===== src/rtl/binary_add_6_opload_if.sv =====
// Operand-loader bus: upstream valid/ready word stream plus the registered
// operand/enable/done outputs toward the adder. OPLOAD_CARRY_EN adds the carry wire.
interface binary_add_6_opload_if #(
  parameter int W = 6
);
  logic         in_valid;
  logic         in_ready;
  logic [W-1:0] in_data;
  logic [W-1:0] A;
  logic [W-1:0] B;
  logic         en;
  logic         done;
  logic [7:0]   ops_cnt;
`ifdef OPLOAD_CARRY_EN
  logic         carry;

  modport master (
    output in_valid, in_data,
    input  in_ready, A, B, en, done, ops_cnt, carry
  );

  modport slave (
    input  in_valid, in_data,
    output in_ready, A, B, en, done, ops_cnt, carry
  );
`else
  modport master (
    output in_valid, in_data,
    input  in_ready, A, B, en, done, ops_cnt
  );

  modport slave (
    input  in_valid, in_data,
    output in_ready, A, B, en, done, ops_cnt
  );
`endif
endinterface


===== src/rtl/binary_add_6_opload.sv =====
// Operand loader for the registered ripple adder: pairs two stream words as A/B,
// pulses en, then done. Optional carry-out register under OPLOAD_CARRY_EN.
module binary_add_6_opload #(
  parameter int W = 6
) (
  input  logic                  clk,
  input  logic                  rst,
  binary_add_6_opload_if.slave  bus
);

  typedef enum logic [1:0] {
    IDLE   = 2'd0,
    LOAD_B = 2'd1,
    ISSUE  = 2'd2,
    WAIT   = 2'd3
  } state_t;

  function automatic logic add_carry(input logic [W-1:0] a, input logic [W-1:0] b);
    logic [W:0] sum;
    sum = {1'b0, a} + {1'b0, b};
    return sum[W];
  endfunction

  state_t       state_q, state_d;
  logic [W-1:0] a_q, a_d;
  logic [W-1:0] b_q, b_d;
  logic [7:0]   ops_cnt_q, ops_cnt_d;
  logic         in_ready_q, in_ready_d;
  logic         en_q, en_d;
  logic         done_q, done_d;
  logic         xfer_s;

  // Handshake flags are flopped decodes of the next state, so they equal a
  // decode of state_q at all times and never see in_valid/in_data combinationally.
  assign xfer_s = bus.in_valid && in_ready_q;

  // Next-state, operand capture and counter logic
  always_comb begin
    state_d   = state_q;
    a_d       = a_q;
    b_d       = b_q;
    ops_cnt_d = ops_cnt_q;
    case (state_q)
      IDLE: begin
        if (xfer_s) begin
          a_d     = bus.in_data;
          state_d = LOAD_B;
        end else begin
          state_d = IDLE;
        end
      end
      LOAD_B: begin
        if (xfer_s) begin
          b_d     = bus.in_data;
          state_d = ISSUE;
        end else begin
          state_d = LOAD_B;
        end
      end
      ISSUE: begin
        state_d = WAIT;
      end
      WAIT: begin
        ops_cnt_d = ops_cnt_q + 8'd1;
        state_d   = IDLE;
      end
      default: begin
        state_d = IDLE;
      end
    endcase
  end

  // Output flag decode of the upcoming state
  always_comb begin
    in_ready_d = 1'b0;
    en_d       = 1'b0;
    done_d     = 1'b0;
    case (state_d)
      IDLE:    in_ready_d = 1'b1;
      LOAD_B:  in_ready_d = 1'b1;
      ISSUE:   en_d       = 1'b1;
      WAIT:    done_d     = 1'b1;
      default: in_ready_d = 1'b0;
    endcase
  end

  // State, operand and flag registers
  always_ff @(posedge clk or posedge rst) begin
    if (rst) begin
      state_q    <= IDLE;
      a_q        <= '0;
      b_q        <= '0;
      ops_cnt_q  <= 8'd0;
      in_ready_q <= 1'b1;
      en_q       <= 1'b0;
      done_q     <= 1'b0;
    end else begin
      state_q    <= state_d;
      a_q        <= a_d;
      b_q        <= b_d;
      ops_cnt_q  <= ops_cnt_d;
      in_ready_q <= in_ready_d;
      en_q       <= en_d;
      done_q     <= done_d;
    end
  end

  assign bus.in_ready = in_ready_q;
  assign bus.A        = a_q;
  assign bus.B        = b_q;
  assign bus.en       = en_q;
  assign bus.done     = done_q;
  assign bus.ops_cnt  = ops_cnt_q;

`ifdef OPLOAD_CARRY_EN
  logic carry_q, carry_d;

  // Carry is sampled alongside the adder capture and held until the next issue
  always_comb begin
    if (state_q == ISSUE) begin
      carry_d = add_carry(a_q, b_q);
    end else begin
      carry_d = carry_q;
    end
  end

  // Carry register
  always_ff @(posedge clk or posedge rst) begin
    if (rst) begin
      carry_q <= 1'b0;
    end else begin
      carry_q <= carry_d;
    end
  end

  assign bus.carry = carry_q;
`endif

endmodule


===== src/flat_wrapper.sv =====
// flat-port wrapper written by rule: the top's interface ports become plain ports
module binary_add_6_opload_flat 
#(
  parameter int W = 6
)
  (clk, rst, bus_in_valid, bus_in_data, bus_in_ready, bus_A, bus_B, bus_en, bus_done, bus_ops_cnt);
  binary_add_6_opload_if #(.W(W)) bus_i ();
  input  logic clk;
  input  logic rst;
  input wire logic [$bits(bus_i.in_valid)-1:0] bus_in_valid;
  input wire logic [$bits(bus_i.in_data)-1:0] bus_in_data;
  output wire logic [$bits(bus_i.in_ready)-1:0] bus_in_ready;
  output wire logic [$bits(bus_i.A)-1:0] bus_A;
  output wire logic [$bits(bus_i.B)-1:0] bus_B;
  output wire logic [$bits(bus_i.en)-1:0] bus_en;
  output wire logic [$bits(bus_i.done)-1:0] bus_done;
  output wire logic [$bits(bus_i.ops_cnt)-1:0] bus_ops_cnt;
  assign bus_i.in_valid = bus_in_valid;
  assign bus_i.in_data = bus_in_data;
  assign bus_in_ready = bus_i.in_ready;
  assign bus_A = bus_i.A;
  assign bus_B = bus_i.B;
  assign bus_en = bus_i.en;
  assign bus_done = bus_i.done;
  assign bus_ops_cnt = bus_i.ops_cnt;
  binary_add_6_opload #(.W(W)) u_core (.clk(clk), .rst(rst), .bus(bus_i));
endmodule

===== config.mk =====
export PLATFORM = sky130hd
export DESIGN_NAME = binary_add_6_opload_flat
export DESIGN_NICKNAME = d
export VERILOG_FILES = /design/src/rtl/binary_add_6_opload_if.sv /design/src/rtl/binary_add_6_opload.sv /design/src/flat_wrapper.sv
export SDC_FILE = /design/constraint.sdc
export NUM_CORES = 1
export LEC_CHECK = 0
export BUFFER_PORTS_ARGS = -buffer_cell sky130_fd_sc_hd__buf_2
export CORE_MARGIN = 10
export CORE_UTILIZATION = 30
export DETAILED_ROUTE_END_ITERATION = 6
export GPL_TIMING_DRIVEN = 0
export SYNTH_ARGS = -nofsm -noshare
export SYNTH_HDL_FRONTEND = slang
export SYNTH_SLANG_ARGS = --single-unit

===== constraint.sdc =====
create_clock -name clk -period 2.1 [get_ports clk]
set_clock_uncertainty 0.05 [all_clocks]
set_input_delay 0 -clock clk [delete_from_list [all_inputs] [get_ports clk]]
set_output_delay 0 -clock clk [all_outputs]
set_load 0.005 [all_outputs]

# Word level (Yosys, flattened, before mapping)
# Index checks and enable logic that the tools add are counted.
[op_classes]
add_sub_neg = 1
n_eq_ne = 6
n_mux = 6
reduce_logical = 6
[op_table]
columns = ["operator", "n"]
rows = [
  ["$add A8 B1 Y8 const B", 1],
  ["$eq A2 B2 Y1 const B", 4],
  ["$pmux W2 S4", 1],
  ["$eq A2 B1 Y1 const B", 2],
  ["$logic_not A2 Y1", 2],
  ["$mux W1", 4],
  ["$reduce_and A2 Y1", 2],
  ["$mux W2", 1],
  ["$reduce_or A2 Y1", 1],
  ["$logic_and A1 B1 Y1", 1],
]
[word_totals]
reg_bits = 25
in_bits = 9
output_inout_bits = 23
elab_cells = 26

# Depth between registers and ports, before layout
# Gate-level depths: netlist of run 1.
[depth]
word_depth = 6
depth_mapped = 4
ltp_nobuf = 4

# Least setup slack after synthesis of run 1
# OpenSTA, ideal clock, no wires.
[synth_timing]
kind = "reg-to-reg"
startpoint = "register u_core.in_ready_q (netlist: u_core.bus.in_ready)"
endpoint = "register u_core.a_q[0] (netlist: u_core.bus.A[0])"
setup_time_ns = 0.125
t_arrival_ns = 1.224
required_time_ns = 1.925
setup_slack_ns = 0.701
stages_incl_launch_ff = 4
n_path_buf = 0
period_less_slack_ns = 1.399
path_cell_list = "dfstp_2 -> nand2_1 -> nor3_4 -> mux2_2"
[synth_via]
elab_chain_len = 2
[synth_lines]
columns = ["item", "line_no", "text"]
rows = [
  ["from (decl)", "binary_add_6_opload.sv:28", "logic in_ready_q, in_ready_d;"],
  ["from (signal assigned)", "binary_add_6_opload.sv:102", "in_ready_q <= in_ready_d;"],
  ["$logic_and A1 B1 Y1", "binary_add_6_opload.sv:35", "assign xfer_s = bus.in_valid && in_ready_q;"],
  ["$reduce_and A2 Y1 (no line)", "n/a", ""],
  ["to (signal assigned)", "binary_add_6_opload.sv:91", "a_q <= '0;"],
  ["to (signal assigned)", "binary_add_6_opload.sv:99", "a_q <= a_d;"],
  ["to (decl)", "binary_add_6_opload.sv:25", "logic [W-1:0] a_q, a_d;"],
]
# No other way between the ends.
# A chain may end at the register's enable or synchronous reset.

# Final worst setup path of run 1
[layout_timing]
startpoint = "register u_core.in_ready_q (netlist: u_core.bus.in_ready)"
endpoint = "register u_core.a_q[1] (netlist: u_core.bus.A[1])"
# The elaborated chain is that of the path after synthesis.

==> out/metrics.yaml, run 1 <==
core_um2: 3130
gr-usage-met3_pct: 4.61
required_ns: 2.26
use_met2_pct: 12.4
finalNonFillerCells: 155
clk_latency_ns: 0.31
yosysTopAreaCell: "dfrtp_1"
finalCritPeriodShare_pct: 72.0
worst_slew_pin_slew_ns: 0.935
drc: 0
setup_viol: 0
crit_path_end_kind: "flip-flop"
synthTopCellsByArea: "dfrtp_1, mux2_2, xnor2_1, dfstp_2, nand4b_4"
wl_per_cell_um: 13.4
grtUsageTotal_pct: 7.22
yosysMostFrequentCell: "dfrtp_1"
syn_area_per_cell_um2: 14.8
syn_area_um2: 1000
clock_path_buffers: 2
gp_congestion: 0.718
yosysTopAreaCellShare_pct: 59.9
io_buffers: 31
hold_violations: 0
dp.cells: 143
detail-route-antenna-nets: 0
ios: 32
top_usage_layer: "met2"
cp.arrival_ns: 1.67
via_per_inst: 4.26
ys_seq_area_share_pct: 62.5
cap_violations: 0
cts_tree: "built"
dieHeight_um: 77.8
synth_cell_types: 21
clk_pin_slew_worst_paths_ns: 0.13
die_area_um2: 6060
reg2reg_slack_ns: 0.59
p_leak_uw: 0.000641
dr.pass1.iters: 4
initial_core_util_pct: 32.1
cp_max_fo: 6
syn_to_final_growth_pct: 31.5
antenna_found_initial: 0
grt-ovfl-total: 0
rsz0062_at_grt: "false"
period_needed_ns: 1.51
fin_tns_setup_ns: 0
startpoint_type: "flip-flop"
cts-buffers-inserted: 3
yosysWarnings: 0
cts-root-buf: "clkbuf_4"
clkSinkCount: 25
r2r_cells: 3
grt_max_degree: 26
htree_levels: 1
synthArstFlopShare_pct: 100
synthTopCellsByCount: "dfrtp_1, mux2_2, nand2_1, xnor2_1"
drive_above_1_share_pct: 48.6
netlist_instances: 68
setup.worst_path.class: "flip-flop to flip-flop"
synth_ff_type: "dfrtp_1"
slew_headroom_pct: 37.6
nets: 122
drt_iter0_drc: 2
synth-seq-cells: 25
vias: 660
hold_class: "input pin to asynchronous set/reset pin"
diodes: 0
powerDensity_nw_per_um2: 1260
grtUsageMet1_pct: 7.00
ctsResizeCount: 0
dp_hpwl_mm: 1.59
synth_fp_nets: 78
row_count: 20
die_w_um: 77.8
grt_pass1_wl_mm: 3.62
wirelength_mm: 2.08
synth_edf_count: 0
grt_pass1_vias: 780
status: "finished, final reports clean"
ir_drop_v: 0.000587
clock.fmax_mhz: 662
slew_violations: 0
==> final cells by class <==
cell class / count / area, um2
multi-input combinational: 40 / 358
sequential: 25 / 627
clock buffer: 4 / 26.3
buffer: 1 / 11.3
tap: 44 / 55.1
inverter: 2 / 7.51
fill: 311 / 1810
timing repair buffer: 39 / 235
==> sequential cells by signal, summed over array words and instances, names as in the netlist <==
register             flops
u_core.bus.B             6
u_core.bus.ops_cnt       8
u_core.bus.A             6
u_core.bus.done          1
u_core.bus.en            1
u_core.bus.in_ready      1
u_core.state_q           2
==> power breakdown <==
part           switching (uW)  leakage (uW)  total [uW]  internal [uW]
clock network             136     0.0000150         210           74.1
logic                     264      0.000318         629            365
registers                 140      0.000308         826            687
==> through the flow <==
| step | worst slack, ns | total power (uW) | hold slack, ns | area [um2] | util (%) |
|---|---|---|---|---|---|
| CTS | 0.544 | 1710 | 0.400 | 1320 | 42.2 |
| detailed placement | 0.558 | 1480 | 0.203 | 1210 | 38.8 |
| global placement | 0.574 | 1450 | 0.194 | 1210 | 38.8 |
| floorplan | 0.701 | 1190 | -0.0234 | 1000 | - |
| finish | 0.588 | 1670 | 0.376 | 1320 | 42.2 |
| global route | 0.481 | 1810 | 0.411 | 1320 | 42.2 |
==> critical path, cell delays in order (launching register included) <==
cell and delay [ns]:
dfstp_2 0.60, nand2_1 0.09, nor3_4 0.29, mux2_2 0.38
==> what timing repair did <==
| item | in CTS | in global routing |
|---|---|---|
| setup buffers | 0 | 0 |
| hold endpoints to repair | 37 | 0 |
| hold buffers | 8 | 0 |
==> cells by family (layout without fill, tap and decap cells) <==
kind of cell,count (synthesis),count (layout),share of synthesized area [%]
compound gates,1,1,0.498
xor+xnor,8,8,6.98
fa+ha+maj,1,1,1.25
buf+inv,3,46,1.87
flops,25,25,62.5
mux,13,13,14.6
simple gates,17,17,12.3
==> routing by layer <==
layer  up-vias  share of wire [%]
met5         -                  0
met3         0                 12
met4         0                  0
met1       321                 39
met2        22                 49
li1        317                  -
==> placed cells by master (no fill, tap or decap), types with 2 or more instances in the layout <==
cell type,n
clkbuf_4,3
nor2_1,2
xor2_1,2
buf_2,31
dfrtp_1,24
dlygate4sd3_1,8
xnor2_1,6
nand2_1,6
mux2_2,13
==> path summary, 6_finish.rpt <==
check	start	endpoint
setup / recovery	u_core.bus.in_ready	u_core.bus.A[1]
hold / removal	rst	u_core.bus.ops_cnt[3]
setup reg to reg	u_core.bus.in_ready	u_core.bus.A[1]
hold reg to reg	u_core.bus.ops_cnt[7]	u_core.bus.ops_cnt[7]
max in group asynchronous	rst	u_core.bus.A[3]
min in group clk	bus_in_data[2]	u_core.bus.A[2]
Power figures use the tool's default switching activity.
==> run 2: changes to the inputs <==
ABC_AREA = 1   (was not set)
clock period = 1.4 ns   (was 2.1 ns; I/O delays follow)
==> run 2 against run 1 <==
Against the previous run: fmax rose by 20%; register-to-register slack got worse by 0.45 ns; clock-buffer cell count did not move; global-route usage rose by 0.43 points; core utilization fell by 1.2 points; final area rose by 5.3%; sequential power rose by 46%; routed wire length rose by 12%; sequential cell count did not move; first-iteration DRC count rose to 13 times the previous value; area after synthesis rose by 6.1%; critical endpoint is now u_core.bus.A[0]; largest power group unchanged.
==> out/metrics.yaml, run 2 <==
synth_cell_types: 20  # -4.8%
detail-route-antenna-nets: 0  # unchanged
netlist_instances: 111  # +63%
clk_pin_slew_worst_paths_ns: 0.13  # about the same
fin_tns_setup_ns: 0  # unchanged
hold_violations: 0  # unchanged
finalCritPeriodShare_pct: 90.2  # +18 points
crit_path_end_kind: "flip-flop"
synth_edf_count: 0  # unchanged
syn_to_final_growth_pct: 30.6
rsz0062_at_grt: "false"
layout_commonest_cell: "buf_2"
vias: 835  # +27%
grtUsageTotal_pct: 7.65  # +0.43 points
cap_violations: 0  # unchanged
setup.worst_path.class: "flip-flop to flip-flop"
slew_headroom_pct: 38.9  # +1.4 points
hold_class: "input pin to asynchronous set/reset pin"
cts-buffers-inserted: 3  # unchanged
gp_congestion: 0.676  # -5.9%
core_um2: 3390  # +8.4%
grt_pass1_vias: 881  # +13%
htree_levels: 1  # unchanged
setup_ws_ns: 0.137  # -0.452 ns
wl_per_cell_um: 11.6  # -14%
clock_path_buffers: 2  # unchanged
dp_hpwl_mm: 1.83  # +15%
synth_ff_type: "dfrtp_1"
drt_iter0_drc: 26  # +24
drc: 0  # unchanged
status: "finished, final reports clean"
drive_above_1_share_pct: 33.1  # -16 points
setup_viol: 0  # unchanged
required_ns: 1.56  # -0.70 ns
grt_pass1_wl_mm: 3.93  # +8.8%
via_per_inst: 4.18  # -2.0%
p_leak_uw: 0.000786  # +23%
total_power_uw: 2440  # +47%
startpoint_type: "flip-flop"
diodes: 0  # unchanged
mostFrequentLayoutCells: "buf_2, nand2_1, dfrtp_1"
antenna_found_initial: 0  # unchanged
synthTopCellsByArea: "dfrtp_1, nand2_1, inv_1, o21ai_2, o21ai_0"
ys_seq_area_share_pct: 58.9  # -3.6 points
dieHeight_um: 79.6  # +2.2%
reg2reg_to: "u_core.bus.A[0]"
post-place-ws_ns: 0.0868  # -0.471 ns
largest_reg_flops: 8  # unchanged
syn_area_um2: 1060  # +6.1%
powerDensity_nw_per_um2: 1760  # +39%
grt_max_degree: 26  # unchanged
slew_violations: 0  # unchanged
r2r_cells: 6  # +3
clkSinkCount: 25  # unchanged
clk_latency_ns: 0.31  # about the same
synth_fp_nets: 121  # +55%
synthTopCellsByCount: "nand2_1, dfrtp_1, inv_1"
cp_max_fo: 10  # +4
post-route-util_pct: 41.0  # -1.2 points
die_w_um: 79.6  # +2.2%
grt-ovfl-total: 0  # unchanged
initial_core_util_pct: 31.4  # -0.67 points
yosysWarnings: 0  # unchanged
dr.pass1.iters: 7  # +3
yosysMostFrequentCell: "nand2_1"
nets: 165  # +35%
clock.fmax_mhz: 792  # +20%
period_needed_ns: 1.26  # -0.248 ns
io_buffers: 31  # unchanged
cts_tree: "built"
placed_cell_area_um2: 1280  # +5.3%
syn_area_per_cell_um2: 9.59  # -35%
die_area_um2: 6330  # +4.5%
ir_drop_v: 0.000520  # -11%
yosysTopAreaCell: "dfrtp_1"
worst_slew_pin_slew_ns: 0.915  # -0.0206 ns
synth-seq-cells: 25  # unchanged
row_count: 21  # +5.0%
cp.arrival_ns: 1.42  # -0.25 ns
fin_area_um2: 1390  # +5.3%
wirelength_mm: 2.32  # +12%
cts-root-buf: "clkbuf_4"
synthArstFlopShare_pct: 100  # unchanged
yosysTopAreaCellShare_pct: 56.4  # -3.4 points
ios: 32  # unchanged
reg2reg_slack_ns: 0.14  # -0.45 ns
timing.rr.start: "u_core.bus.in_ready"
[run 2: cell count changes in the layout (fill, tap and decap cells not counted), moves of 2 or more]
| cell | change |
|---|---|
| nand2_1 | +23 |
| inv_1 | +21 |
| mux2_2 | -12 |
| o21ai_2 | +6 |
| nand3_1 | +5 |
| o21ai_0 | +5 |
| xnor2_1 | -4 |
| nand2_2 | +2 |
| nor2_2 | +2 |
[run 2: layout make-up]
cell class	instances	area (um2)
fillers	347	2000
flip-flops and latches	25	627
multi-input cells	61	335
repair buffers	39	235
inverters	23	86.3
well taps	46	57.6
clock buffers	4	26.3
plain buffers	2	22.5
[run 2: logic make-up (layout without fill, tap and decap cells)]
kind of cell             after synthesis  after routing  share of synthesized area, %
multiplexers                           1              1                          1.06
AO/OA/AOI/OAI                         12             12                          7.76
XOR/XNOR                               4              4                          3.29
flip-flops                            25             25                          58.9
buffers and inverters                 25             68                          9.63
AND/OR/NAND/NOR                       43             43                          18.2
adder cells (fa/ha/maj)                1              1                          1.17
[run 2: through the flow]
step	hold WS [ns]	std cells
3_5_place_dp	0.210	188
6_report	0.360	200
2_1_floorplan	-0.0234	111
3_3_place_gp	0.191	188
4_1_cts	0.410	200
5_1_grt	0.442	200
[run 2: what timing repair did]
item,4_1_cts,5_1_grt
gates resized for setup,0,4
hold endpoints to repair,37,0
buffers inserted,0,0
hold buffers,8,0
setup endpoints to repair,0,6
[run 2: worst max path at each step]
stage	startpoint	end	slack [ns]	cells after the start
global placement	u_core.bus.in_ready	u_core.bus.A[0]	0.13	6
CTS	u_core.bus.in_ready	u_core.bus.A[0]	0.07	6
global route	u_core.bus.in_ready	u_core.bus.A[1]	0.006	6
floorplan	u_core.bus.in_ready	u_core.bus.A[0]	0.22	6
detailed placement	u_core.bus.in_ready	u_core.bus.A[0]	0.09	6
finish	u_core.bus.in_ready	u_core.bus.A[0]	0.14	6
[run 2: where the power goes]
group / internal [uW] / total (uW) / switching, uW
Sequential: 1010 / 1210 / 197
Combinational: 435 / 920 / 486
Clock: 111 / 314 / 203
[run 2: routing by layer]
metal	share of wire [%]	vias up	GRT usage, %
li1	-	417	-
met5	0	-	0
met3	9.4	2	3.60
met4	0.73	0	2.69
met2	49	21	13.0
met1	40	395	8.06
[run 2: critical path, cell delays in order, from the launching register on]
cell	delay [ns]
dfstp_2	0.55
nand2_1	0.06
inv_1	0.10
nand3_2	0.12
buf_6	0.17
nand2_1	0.05
o21ai_0	0.07
==> run 3: changes to the inputs <==
BUFFER_PORTS_ARGS = not set   (was -buffer_cell sky130_fd_sc_hd__buf_2)
DONT_BUFFER_PORTS = 1   (was not set)
==> run 3 against run 2 <==
Against the previous run: core utilization down 4.2 points; sequential share of layout area up 5.2 points; final area down 10%.
==> out/metrics.yaml, run 3 (synthesis results as in run 2) <==
status: "finished, final reports clean"
wirelength_mm: 2.26  # -2.3%
rsz0062_at_grt: "false"
hold_class: "input pin to asynchronous set/reset pin"
finalCritPeriodShare_pct: 92.0  # +1.8 points
io_buffers: 0  # -100%
via_per_inst: 4.25  # +1.9%
slew_violations: 0  # unchanged
layout_commonest_cell: "nand2_1"
cts_tree: "built"
drive_above_1_share_pct: 17.9  # -15 points
fin_area_um2: 1250  # -10%
die_w_um: 79.6  # unchanged
timing.rr.start: "u_core.bus.in_ready"
initial_core_util_pct: 31.4  # unchanged
detail-route-antenna-nets: 0  # unchanged
cts-root-buf: "clkbuf_4"
setup.worst_path.class: "flip-flop to flip-flop"
dr.pass1.iters: 4  # -3
placed_cell_area_um2: 1120  # -12%
total_power_uw: 2280  # -6.5%
whs_ns: 0.248  # -0.112 ns
cp_max_fo: 10  # unchanged
grt_max_degree: 26  # unchanged
dr_wl_met3_um: 263  # +21%
powerDensity_nw_per_um2: 1830  # +4.1%
clock_path_buffers: 2  # unchanged
required_ns: 1.59  # +0.03 ns
p_leak_uw: 0.000650  # -17%
core_um2: 3390  # unchanged
dp_hpwl_mm: 1.77  # -3.4%
cts_setup_buffers: 0  # unchanged
reg2reg_to: "u_core.bus.B[3]"
fin_tns_setup_ns: 0  # unchanged
htree_levels: 1  # unchanged
ir_drop_v: 0.000640  # +23%
syn_to_final_growth_pct: 17.2
clkSinkCount: 25  # unchanged
grt-ovfl-total: 0  # unchanged
hold_violations: 0  # unchanged
nets: 134  # -19%
startpoint_type: "flip-flop"
crit_path_end_kind: "flip-flop"
dr_wl_met2_mm: 1.15  # +0.17%
diodes: 0  # unchanged
cp.arrival_ns: 1.48  # +0.06 ns
period_needed_ns: 1.29  # +0.0246 ns
ios: 32  # unchanged
r2r_cells: 6  # unchanged
grt_pass1_vias: 766  # -13%
wl_per_cell_um: 13.4  # +16%
antenna_found_initial: 0  # unchanged
worst_slew_pin_slew_ns: 0.927  # +0.0122 ns
vias: 719  # -14%
grtUsageTotal_pct: 7.53  # -0.12 points
row_count: 21  # unchanged
slew_headroom_pct: 38.1  # -0.81 points
cts-buffers-inserted: 3  # unchanged
mostFrequentLayoutCells: "nand2_1, dfrtp_1, inv_1"
largest_reg_flops: 8  # unchanged
gp_congestion: 0.689  # +1.9%
grt_pass1_wl_mm: 3.80  # -3.4%
clk_latency_ns: 0.33  # +0.02 ns
clk_pin_slew_worst_paths_ns: 0.15  # +0.02 ns
drt_iter0_drc: 19  # -27%
drc: 0  # unchanged
dieHeight_um: 79.6  # unchanged
wl_met1_um: 855  # -8.8%
die_area_um2: 6330  # unchanged
clock.fmax_mhz: 776  # -1.9%
reg2reg_slack_ns: 0.11  # -0.02 ns
top_layer: "met3"
setup_viol: 0  # unchanged
cap_violations: 0  # unchanged
[run 3: changes by cell type in the layout (fill, tap and decap cells not counted), sizes merged]
cell	delta
inv	+1
clkbuf	-1
buf	-31
[run 3: through the flow]
stage | cells | setup WS (ns) | util, %
floorplan | 111 | 0.216 | -
global placement | 157 | 0.0879 | 33.1
detailed placement | 157 | 0.0534 | 33.1
CTS | 169 | 0.0317 | 36.4
global route | 169 | 0.0209 | 36.8
finish | 169 | 0.112 | 36.8
[run 3: power by group]
part / internal (uW) / total (uW) / switching, uW
sequential: 1010 / 1300 / 290
clock: 116 / 344 / 228
combinational: 273 / 636 / 362
[run 3: layer usage]
| layer | up-vias | GRT usage, % |
|---|---|---|
| met2 | 19 | 12.1 |
| met3 | 0 | 4.84 |
| met4 | 0 | 2.15 |
| li1 | 356 | - |
| met5 | - | 0 |
| met1 | 344 | 7.99 |
[run 3: repair_timing]
item | 4_1_cts | 5_1_grt
endpoints found under the hold margin | 37 | 0
hold buffers | 8 | 0
setup endpoints to repair | 0 | 6
gates resized for setup | 0 | 6
[run 3: worst max-delay path: stages (launching register included)]
cell and delay, ns:
dfstp_2 0.57, nand2_1 0.08, inv_2 0.09, nand2_2 0.11, buf_6 0.17, nand2_1 0.08, o21ai_2 0.05
[run 3: layout make-up]
cell class / count / area (um2)
clock inverter: 1 / 8.76
sequential: 25 / 627
buffer: 2 / 22.5
clock buffer: 3 / 22.5
inverter: 23 / 86.3
multi-input combinational: 61 / 343
timing repair buffer: 8 / 80.1
fill: 342 / 2140
tap: 46 / 57.6
[run 3: how the worst max path moves through the flow]
stage,start,endpoint,slack [ns]
2_1_floorplan,u_core.bus.in_ready,u_core.bus.A[0],0.22
3_3_place_gp,u_core.bus.in_ready,u_core.bus.A[0],0.09
3_5_place_dp,u_core.bus.in_ready,u_core.bus.A[5],0.05
4_1_cts,u_core.bus.in_ready,u_core.bus.A[5],0.03
5_1_grt,u_core.bus.in_ready,u_core.bus.B[3],0.02
6_report,u_core.bus.in_ready,u_core.bus.B[3],0.11
